==> src/rtl/wb_regfile_if.sv <==
// MEM/WB-to-writeback bundle plus the two ID-stage read ports of the register file.
// Bypass lets ID read, in the same cycle, the value WB is about to commit.
interface wb_regfile_if #(
  parameter int DATA_W = 32,
  parameter int ADDR_W = 5
);
  // Writeback has no handshake: RegWrite is a per-cycle qualifier.
  // Data is taken on every rising clock edge where RegWrite=1 and Dest!=0.
  // The register file never stalls the pipeline.
  logic [DATA_W-1:0] read_data;
  logic [DATA_W-1:0] alu_result;
  logic [DATA_W-1:0] link_addr;
  logic [ADDR_W-1:0] Dest;
  logic              RegWrite;
  logic              Jump;
  logic              MemtoReg;
  logic [ADDR_W-1:0] rs_addr;
  logic [ADDR_W-1:0] rt_addr;
  logic [DATA_W-1:0] rs_data;
  logic [DATA_W-1:0] rt_data;
  logic [DATA_W-1:0] wb_data;
  logic              wb_en;
  logic [31:0]       wb_count;

  modport master (
    output read_data, alu_result, link_addr, Dest, RegWrite, Jump, MemtoReg,
    output rs_addr, rt_addr,
    input  rs_data, rt_data, wb_data, wb_en, wb_count
  );

  modport slave (
    input  read_data, alu_result, link_addr, Dest, RegWrite, Jump, MemtoReg,
    input  rs_addr, rt_addr,
    output rs_data, rt_data, wb_data, wb_en, wb_count
  );
endinterface

==> src/rtl/wb_regfile.sv <==
// Writeback stage and 32-entry architectural register file.
// Read ports bypass the write being committed in the same cycle.
module wb_regfile #(
  parameter int                 DATA_W     = 32,
  parameter int                 ADDR_W     = 5,
  parameter logic [DATA_W-1:0]  SP_INIT    = '0,
  // Reset value of the commit counter; normally 0.
  parameter logic [31:0]        COUNT_INIT = '0
) (
  input  logic       clk,
  input  logic       rst,
  wb_regfile_if.slave bus
);

  localparam int NREGS  = 2 ** ADDR_W;
  localparam int SP_IDX = 29;

  logic [DATA_W-1:0] regs_q [NREGS];
  logic [DATA_W-1:0] regs_d [NREGS];
  logic [31:0]       wb_count_q;
  logic [31:0]       wb_count_d;

  logic [DATA_W-1:0] wb_data;
  logic              wb_en;
  logic [DATA_W-1:0] rs_data;
  logic [DATA_W-1:0] rt_data;

  // Jump outranks MemtoReg so jump-and-link always writes the return address.
  always_comb begin
    wb_data = bus.alu_result;
    if (bus.Jump) begin
      wb_data = bus.link_addr;
    end else if (bus.MemtoReg) begin
      wb_data = bus.read_data;
    end
  end

  assign wb_en = bus.RegWrite && (bus.Dest != '0) && !rst;

  always_comb begin
    regs_d     = regs_q;
    wb_count_d = wb_count_q;
    if (wb_en) begin
      regs_d[bus.Dest] = wb_data;
      wb_count_d       = wb_count_q + 32'd1;
    end
  end

  always_ff @(posedge clk) begin
    if (rst) begin
      for (int i = 0; i < NREGS; i++) begin
        regs_q[i] <= (i == SP_IDX) ? SP_INIT : '0;
      end
      wb_count_q <= COUNT_INIT;
    end else begin
      regs_q     <= regs_d;
      wb_count_q <= wb_count_d;
    end
  end

  // Each port bypasses independently, so rs==rt==Dest forwards on both.
  always_comb begin
    rs_data = regs_q[bus.rs_addr];
    if (bus.rs_addr == '0) begin
      rs_data = '0;
    end else if (wb_en && (bus.rs_addr == bus.Dest)) begin
      rs_data = wb_data;
    end
  end

  always_comb begin
    rt_data = regs_q[bus.rt_addr];
    if (bus.rt_addr == '0) begin
      rt_data = '0;
    end else if (wb_en && (bus.rt_addr == bus.Dest)) begin
      rt_data = wb_data;
    end
  end

  assign bus.rs_data  = rs_data;
  assign bus.rt_data  = rt_data;
  assign bus.wb_data  = wb_data;
  assign bus.wb_en    = wb_en;
  assign bus.wb_count = wb_count_q;

endmodule

==> src/flat_wrapper.sv <==
// flat-port wrapper written by rule: the top's interface ports become plain ports
module wb_regfile_flat 
#(
  parameter int                 DATA_W     = 32,
  parameter int                 ADDR_W     = 5,
  parameter logic [DATA_W-1:0]  SP_INIT    = '0,
                                                   
  parameter logic [31:0]        COUNT_INIT = '0
)
  (clk, rst, bus_read_data, bus_alu_result, bus_link_addr, bus_Dest, bus_RegWrite, bus_Jump, bus_MemtoReg, bus_rs_addr, bus_rt_addr, bus_rs_data, bus_rt_data, bus_wb_data, bus_wb_en, bus_wb_count);
  wb_regfile_if #(.DATA_W(DATA_W), .ADDR_W(ADDR_W)) bus_i ();
  input  logic clk;
  input  logic rst;
  input wire logic [$bits(bus_i.read_data)-1:0] bus_read_data;
  input wire logic [$bits(bus_i.alu_result)-1:0] bus_alu_result;
  input wire logic [$bits(bus_i.link_addr)-1:0] bus_link_addr;
  input wire logic [$bits(bus_i.Dest)-1:0] bus_Dest;
  input wire logic [$bits(bus_i.RegWrite)-1:0] bus_RegWrite;
  input wire logic [$bits(bus_i.Jump)-1:0] bus_Jump;
  input wire logic [$bits(bus_i.MemtoReg)-1:0] bus_MemtoReg;
  input wire logic [$bits(bus_i.rs_addr)-1:0] bus_rs_addr;
  input wire logic [$bits(bus_i.rt_addr)-1:0] bus_rt_addr;
  output wire logic [$bits(bus_i.rs_data)-1:0] bus_rs_data;
  output wire logic [$bits(bus_i.rt_data)-1:0] bus_rt_data;
  output wire logic [$bits(bus_i.wb_data)-1:0] bus_wb_data;
  output wire logic [$bits(bus_i.wb_en)-1:0] bus_wb_en;
  output wire logic [$bits(bus_i.wb_count)-1:0] bus_wb_count;
  assign bus_i.read_data = bus_read_data;
  assign bus_i.alu_result = bus_alu_result;
  assign bus_i.link_addr = bus_link_addr;
  assign bus_i.Dest = bus_Dest;
  assign bus_i.RegWrite = bus_RegWrite;
  assign bus_i.Jump = bus_Jump;
  assign bus_i.MemtoReg = bus_MemtoReg;
  assign bus_i.rs_addr = bus_rs_addr;
  assign bus_i.rt_addr = bus_rt_addr;
  assign bus_rs_data = bus_i.rs_data;
  assign bus_rt_data = bus_i.rt_data;
  assign bus_wb_data = bus_i.wb_data;
  assign bus_wb_en = bus_i.wb_en;
  assign bus_wb_count = bus_i.wb_count;
  wb_regfile #(.DATA_W(DATA_W), .ADDR_W(ADDR_W), .SP_INIT(SP_INIT), .COUNT_INIT(COUNT_INIT)) u_core (.clk(clk), .rst(rst), .bus(bus_i));
endmodule
==> config.mk <==
export PLATFORM = sky130hd
export DESIGN_NAME = wb_regfile_flat
export DESIGN_NICKNAME = d
export VERILOG_FILES = /design/src/rtl/wb_regfile_if.sv /design/src/rtl/wb_regfile.sv /design/src/flat_wrapper.sv
export SDC_FILE = /design/constraint.sdc
export NUM_CORES = 2
export LEC_CHECK = 0
export ABC_AREA = 1
export ABC_CLOCK_PERIOD_IN_PS = 1800
export BUFFER_PORTS_ARGS = -buffer_cell sky130_fd_sc_hd__buf_2
export CAP_MARGIN = 20
export CORE_AREA = 2 2 417 419
export DETAILED_ROUTE_END_ITERATION = 12
export DIE_AREA = 0 0 419 421
export PLACE_DENSITY = 0.6
export SYNTH_ARGS = -nofsm -noshare
export SYNTH_HDL_FRONTEND = slang
export SYNTH_SLANG_ARGS = --single-unit
==> constraint.sdc <==
create_clock -name clk -period 1.8 [get_ports clk]
set_input_delay 0 -clock clk [delete_from_list [all_inputs] [get_ports clk]]
set_output_delay 0 -clock clk [all_outputs]
set_load 0.02 [all_outputs]
# ---- Word level (Yosys, flattened, before mapping)
# Cells that the tools add are included.
dict set report word_totals {
  output_inout_bits 129
  ram_bits 0
  in_bits 116
  latch_bits 0
  rom_bits 0
  register_bits 1056
  mem_count 0
}
dict set report op_classes {
  n_div 0
  eq_ne 2
  n_shift 0
  n_reduce_logical 9
  multipliers 0
  bitwise 3
  magnitude_cmp 4
  muxes 15
  n_addsub 1
}
# cell count
set op_table {}
lappend op_table {{1024-bit bitwise mux} 1}
lappend op_table {{32-bit 2-to-1 mux} 11}
lappend op_table {{32-bit binary-select mux with 5-bit select} 2}
lappend op_table {{32-bit demux with 5-bit select} 1}
lappend op_table {{32-bit by 1-bit adder with 32-bit output (second input constant)} 1}
lappend op_table {{6-bit >= comparator (second input constant)} 3}
lappend op_table {{5-bit inverter with 6-bit output} 3}
lappend op_table {{5-bit equality test} 2}
lappend op_table {{5-bit logical NOT} 2}
lappend op_table {{6-bit by 1-bit < comparator with 1-bit output (second input constant)} 1}
lappend op_table {{1-bit logical AND} 5}
lappend op_table {{5-bit nonzero test} 1}
lappend op_table {{1-bit logical NOT} 1}

# ---- Depth between registers and ports, before layout
dict set report depth {
  ltp_word 6
  ltp_mapped 14
}

# ---- Worst setup path before layout
# OpenSTA, ideal clock, no wires.
dict set report synth_timing {
  path_type {reg-to-reg}
  startpoint {register u_core.wb_count_q[0], in the netlist u_core.bus.wb_count[0]}
  endpoint {register u_core.wb_count_q[22], in the netlist u_core.bus.wb_count[22]}
  t_arrival_ns 1.597
  n_path_buf 0
  slack_ns 0.090
  stages_incl_launch_ff 11
  required_time_ns 1.687
  cell_sequence {dfxtp_1 -> ha_1 -> inv_1 -> nor2_1 -> inv_1 -> nor2_1 -> nand2_1 -> inv_2 -> nand3_1 -> nor2_1 -> nor2_1}
}
dict set report synth_between {
  elab_chain_cells 1
}
# element line
set synth_lines {}
lappend synth_lines {{start, declared} wb_regfile.sv:20} ;# logic [31:0] wb_count_q;
lappend synth_lines {{start signal, assigned} wb_regfile.sv:57} ;# wb_count_q <= wb_count_d;
lappend synth_lines {{32-bit by 1-bit adder with 32-bit output} wb_regfile.sv:45} ;# wb_count_d = wb_count_q + 32'd1;
# No other way between the ends.
# A chain may end at the register's enable or synchronous reset.

# ---- Worst setup path after layout
dict set report layout_timing {
  startpoint {register u_core.regs_q[222] (netlist name)}
  endpoint {output bus_rt_data[30]}
}
dict set report layout_between {
  elab_chain_cells 5
}
# element line
set layout_lines {}
lappend layout_lines {{start, declared} wb_regfile.sv:18} ;# logic [DATA_W-1:0] regs_q [NREGS];
lappend layout_lines {{start signal, assigned by index} wb_regfile.sv:52} ;# regs_q[i] <= (i == SP_IDX) ? SP_INIT : '0;
lappend layout_lines {{start signal, assigned} wb_regfile.sv:56} ;# regs_q <= regs_d;
lappend layout_lines {{32-bit binary-select mux with 5-bit select} wb_regfile.sv:72} ;# rt_data = regs_q[bus.rt_addr];
lappend layout_lines {{32-bit 2-to-1 mux (implied by the code) (2 in a row)} wb_regfile.sv:72}
lappend layout_lines {{32-bit 2-to-1 mux} wb_regfile.sv:75} ;# end else if (wb_en && (bus.rt_addr == bus.Dest)) begin
lappend layout_lines {{32-bit 2-to-1 mux} wb_regfile.sv:73} ;# if (bus.rt_addr == '0) begin
lappend layout_lines {{end, declared} flat_wrapper.sv:24} ;# output wire logic [$bits(bus_i.rt_data)-1:0] bus_rt_data;
# No other way between the ends. The select of a mux whose other input is x is not followed.

==> impl_metrics.yaml <==
logic_synthesis:
  synth-seq-area-share_pct: 35.3
  synth_seq_cells: 1056
  avgSynthCellArea_sq_um: 6.03
  synthArstFlopShare_pct: 0
  synth_cells: 9914
  synth_flop_cell: "dfxtp_1"
  synth_cell_type_count: 34
  yosysWarnings: 0
  netlist_area_sq_um: 59800
  synth_edf_count: 0
  syn_nets: 10000
route:
  ant_nets: 0
  drc: 0
  firstDrtPassIters: 7
  vias: 69400
  wl_met2_um: 123000
  top_layer_used: "met4"
  wl_met1_um: 108000
  first_iter_violations: 8180
  wirelength_um: 277000
  routedWlPerCell_um: 22.1
  avgViaCountPerCell: 5.55
  routed-wl-met3_um: 26400
floorplanning:
  initial_core_util_pct: 34.7
  die_area_sq_um: 176000
  io_pins: 245
  row_count: 153
  die_x_um: 419
  core_area_sq_um: 172000
  die_h_um: 421
worst_setup_path:
  cp_top_family: "simple AND/OR/NAND/NOR gates"
  max_stage_delay_ns: 0.32
  critical_path_class: "reg2out"
  cp_num_buf_inv: 3
  crit_slowest_cell: "dfxtp_2"
  start_kind: "register"
  rr_worst_depth: 7
  reg2reg_to: "u_core.bus.wb_count[23]$_SDFFE_PP0P_"
  cp_max_fo: 2
  crit_path_end_kind: "output pin"
  critPathArrivalTime_ns: 2.21
  path_cells: "inv_1, nand2_1, nand3_2, nand3_2, nand2_2, nand2_2, nand2_2, nand2_1, nand2_1, a21oi_2, buf_6, buf_6"
  required_ns: 1.80
  ff2ff_setup_slack_ns: 0.20
  timing.rr.start: "u_core.bus.wb_count[12]$_SDFFE_PP0P_"
run_status:
  violations: "negative setup slack"
  status: "complete, but fails checks"
placement:
  place.port_buffers: 244
  post_dp_cell_area_sq_um: 68200
  dp_hpwl_um: 180000
  place_ws_ns: -0.152
  gp_congestion: 0.943
  dp_cells: 12200
sta:
  fmax_mhz: 452
  setup_slack_ns: -0.413
  worstMarginPinSlew_ns: 1.18
  hold_ws_ns: 0.0293
  min_period_ns: 2.21
  setup_viol: 64
  period_share_pct: 123
  fin_tns_setup_ns: -18.55
  hold_viol_final: 0
  drv_slew: 0
  slew_headroom_pct: 21.2
  finClkSkew_ns: 0.00587
  rsz0062_at_grt: "true"
clocking:
  cts-root-buf: "clkbuf_16"
  clock_path_buffers: 3
  cts_tree: "yes"
  numCtsBuffers: 119
  cts.sinks: 1056
  clk_pin_slew_ns: 0.07
  cts_max_level: 3
  worstSkewPairLatency_ns: 0.76
power:
  power_leakage_nw: 29.3
  powerDensity_nw_per_um2: 790
  ir_worst_vdd_v: 0.000834
global_route:
  grt_max_degree: 144
  antenna_found_initial: 2
  grt_util_all_layers_pct: 30.1
  grt_pass1_vias: 65100
  grt_pass1_wl_um: 411000
  globalRouteOverflowTotal: 0
cells_and_area:
  final_cell_mix: "nand2_1 (2824), a21oi_1 (1293), dfxtp_1 (842), nand3_1 (693), inv_1 (691)"
  fillers: 17500
  area_growth_syn_to_layout_pct: 28.9
  drive_gt1_share_pct: 22.3
  design_area_sq_um: 77100
  final_cells: 12500
  final_common_cell: "nand2_1"
  nets: 10200
worst_hold_path:
  hold_end: "u_core.regs_q[805]$_SDFFE_PP0P_"
  hold_start: "bus_read_data[5]"
  whs_path_depth: 6
  min-delay-path-class: "in2reg"
job:
  drv_cap: 0
==> through the flow <==
stage | util [%] | power (mW)
after CTS | 43.9 | 60.5
final | 44.7 | 60.9
after global routing | 44.7 | 62.6
after detailed placement | 39.5 | 33.3
after floorplan | - | 28.8
after global placement | 39.5 | 33.3
==> state kept, by name (all words and copies together), names as in the netlist <==
register and count:
u_core.bus.wb_count 32, u_core.regs_q 1024
==> layer usage <==
metal | global-route usage (%) | vias to the layer above
met5 | 0 | -
met4 | 19.4 | 0
met3 | 5.12 | 812
met2 | 47.1 | 3753
met1 | 38.2 | 32500
li1 | - | 32400
==> power breakdown <==
group,total [mW],switching [mW],internal [mW],leakage [nW]
clock,26.4,11.1,15.3,2.04
sequential,23.5,0.0677,23.5,8.62
combinational,11.0,7.45,3.55,18.6
total,60.9,18.6,42.3,29.3
==> kinds of logic (layout without fill, tap and decap cells) <==
kind of cell,count (synthesis),after routing,share of synthesized area (%)
AO/OA/AOI/OAI,2514,2514,21.9
XOR/XNOR,10,10,0.146
adder cells (fa/ha/maj),1,1,0.0209
buffers and inverters,1762,2028,11.4
flip-flops,1056,1056,35.3
other,0,2,0
AND/OR/NAND/NOR,4571,4571,31.2
==> layout make-up <==
type | instances | area [sq um] | area share [%]
Antenna cell | 2 | 5.00 | 0.00649
Clock buffer | 156 | 3370 | 4.37
Clock inverter | 68 | 795 | 1.03
Inverter | 893 | 3400 | 4.41
Multi-Input combinational cell | 7096 | 35400 | 46.0
Sequential cell | 1056 | 21400 | 27.8
Tap cell | 2325 | 2910 | 3.77
Timing Repair Buffer | 911 | 9740 | 12.6
==> cell usage after synthesis (all sizes together) (2+ instances only) <==
master	instances	area [sq um]
inv	892	3350
buf	218	1020
nor2	479	1900
xnor2	7	61.3
nand3b	4	30.0
nand4	13	81.3
clkbuf	651	2440
a211oi	9	67.6
xor2	3	26.3
o211ai	190	1430
nor3b	2	15.0
nor3	12	60.1
nand2	3072	11600
o21ai	896	4480
dfxtp	1056	21100
or2	50	313
a21oi	1417	7090
nand3	937	4700
==> worst max-delay path by stage <==
stage	end	slack, ns	depth (start not counted)	startpoint
2_1_floorplan	u_core.bus.wb_count[22]$_SDFFE_PP0P_	0.09	10	u_core.bus.wb_count[0]$_SDFFE_PP0P_
3_3_place_gp	u_core.regs_q[351]$_SDFFE_PP0P_	-0.17	13	bus_Dest[3]
3_5_place_dp	u_core.regs_q[339]$_SDFFE_PP0P_	-0.15	13	bus_Dest[3]
4_1_cts	bus_rs_data[10]	-0.41	9	u_core.regs_q[106]$_SDFFE_PP0P_
5_1_grt	bus_rt_data[30]	-0.46	12	u_core.regs_q[222]$_SDFFE_PP0P_
6_report	bus_rt_data[30]	-0.41	12	u_core.regs_q[222]$_SDFFE_PP0P_
==> tightest hold or removal path: stages <==
cell,delay [ns]
buf_2,0.10
o211ai_1,0.16
nand2_1,0.13
buf_4,0.23
nand2_1,0.08
a21oi_1,0.06
==> repair_timing <==
| action | 4_1_cts | 5_1_grt |
|---|---|---|
| pin swaps | 302 | 325 |
| gates resized for setup | 957 | 555 |
| buffers inserted | 14 | 6 |
| hold buffers | 46 | 0 |
| hold endpoints to repair | 538 | 0 |
| endpoints found under the setup margin | 64 | 159 |
Power figures use the tool's default switching activity.
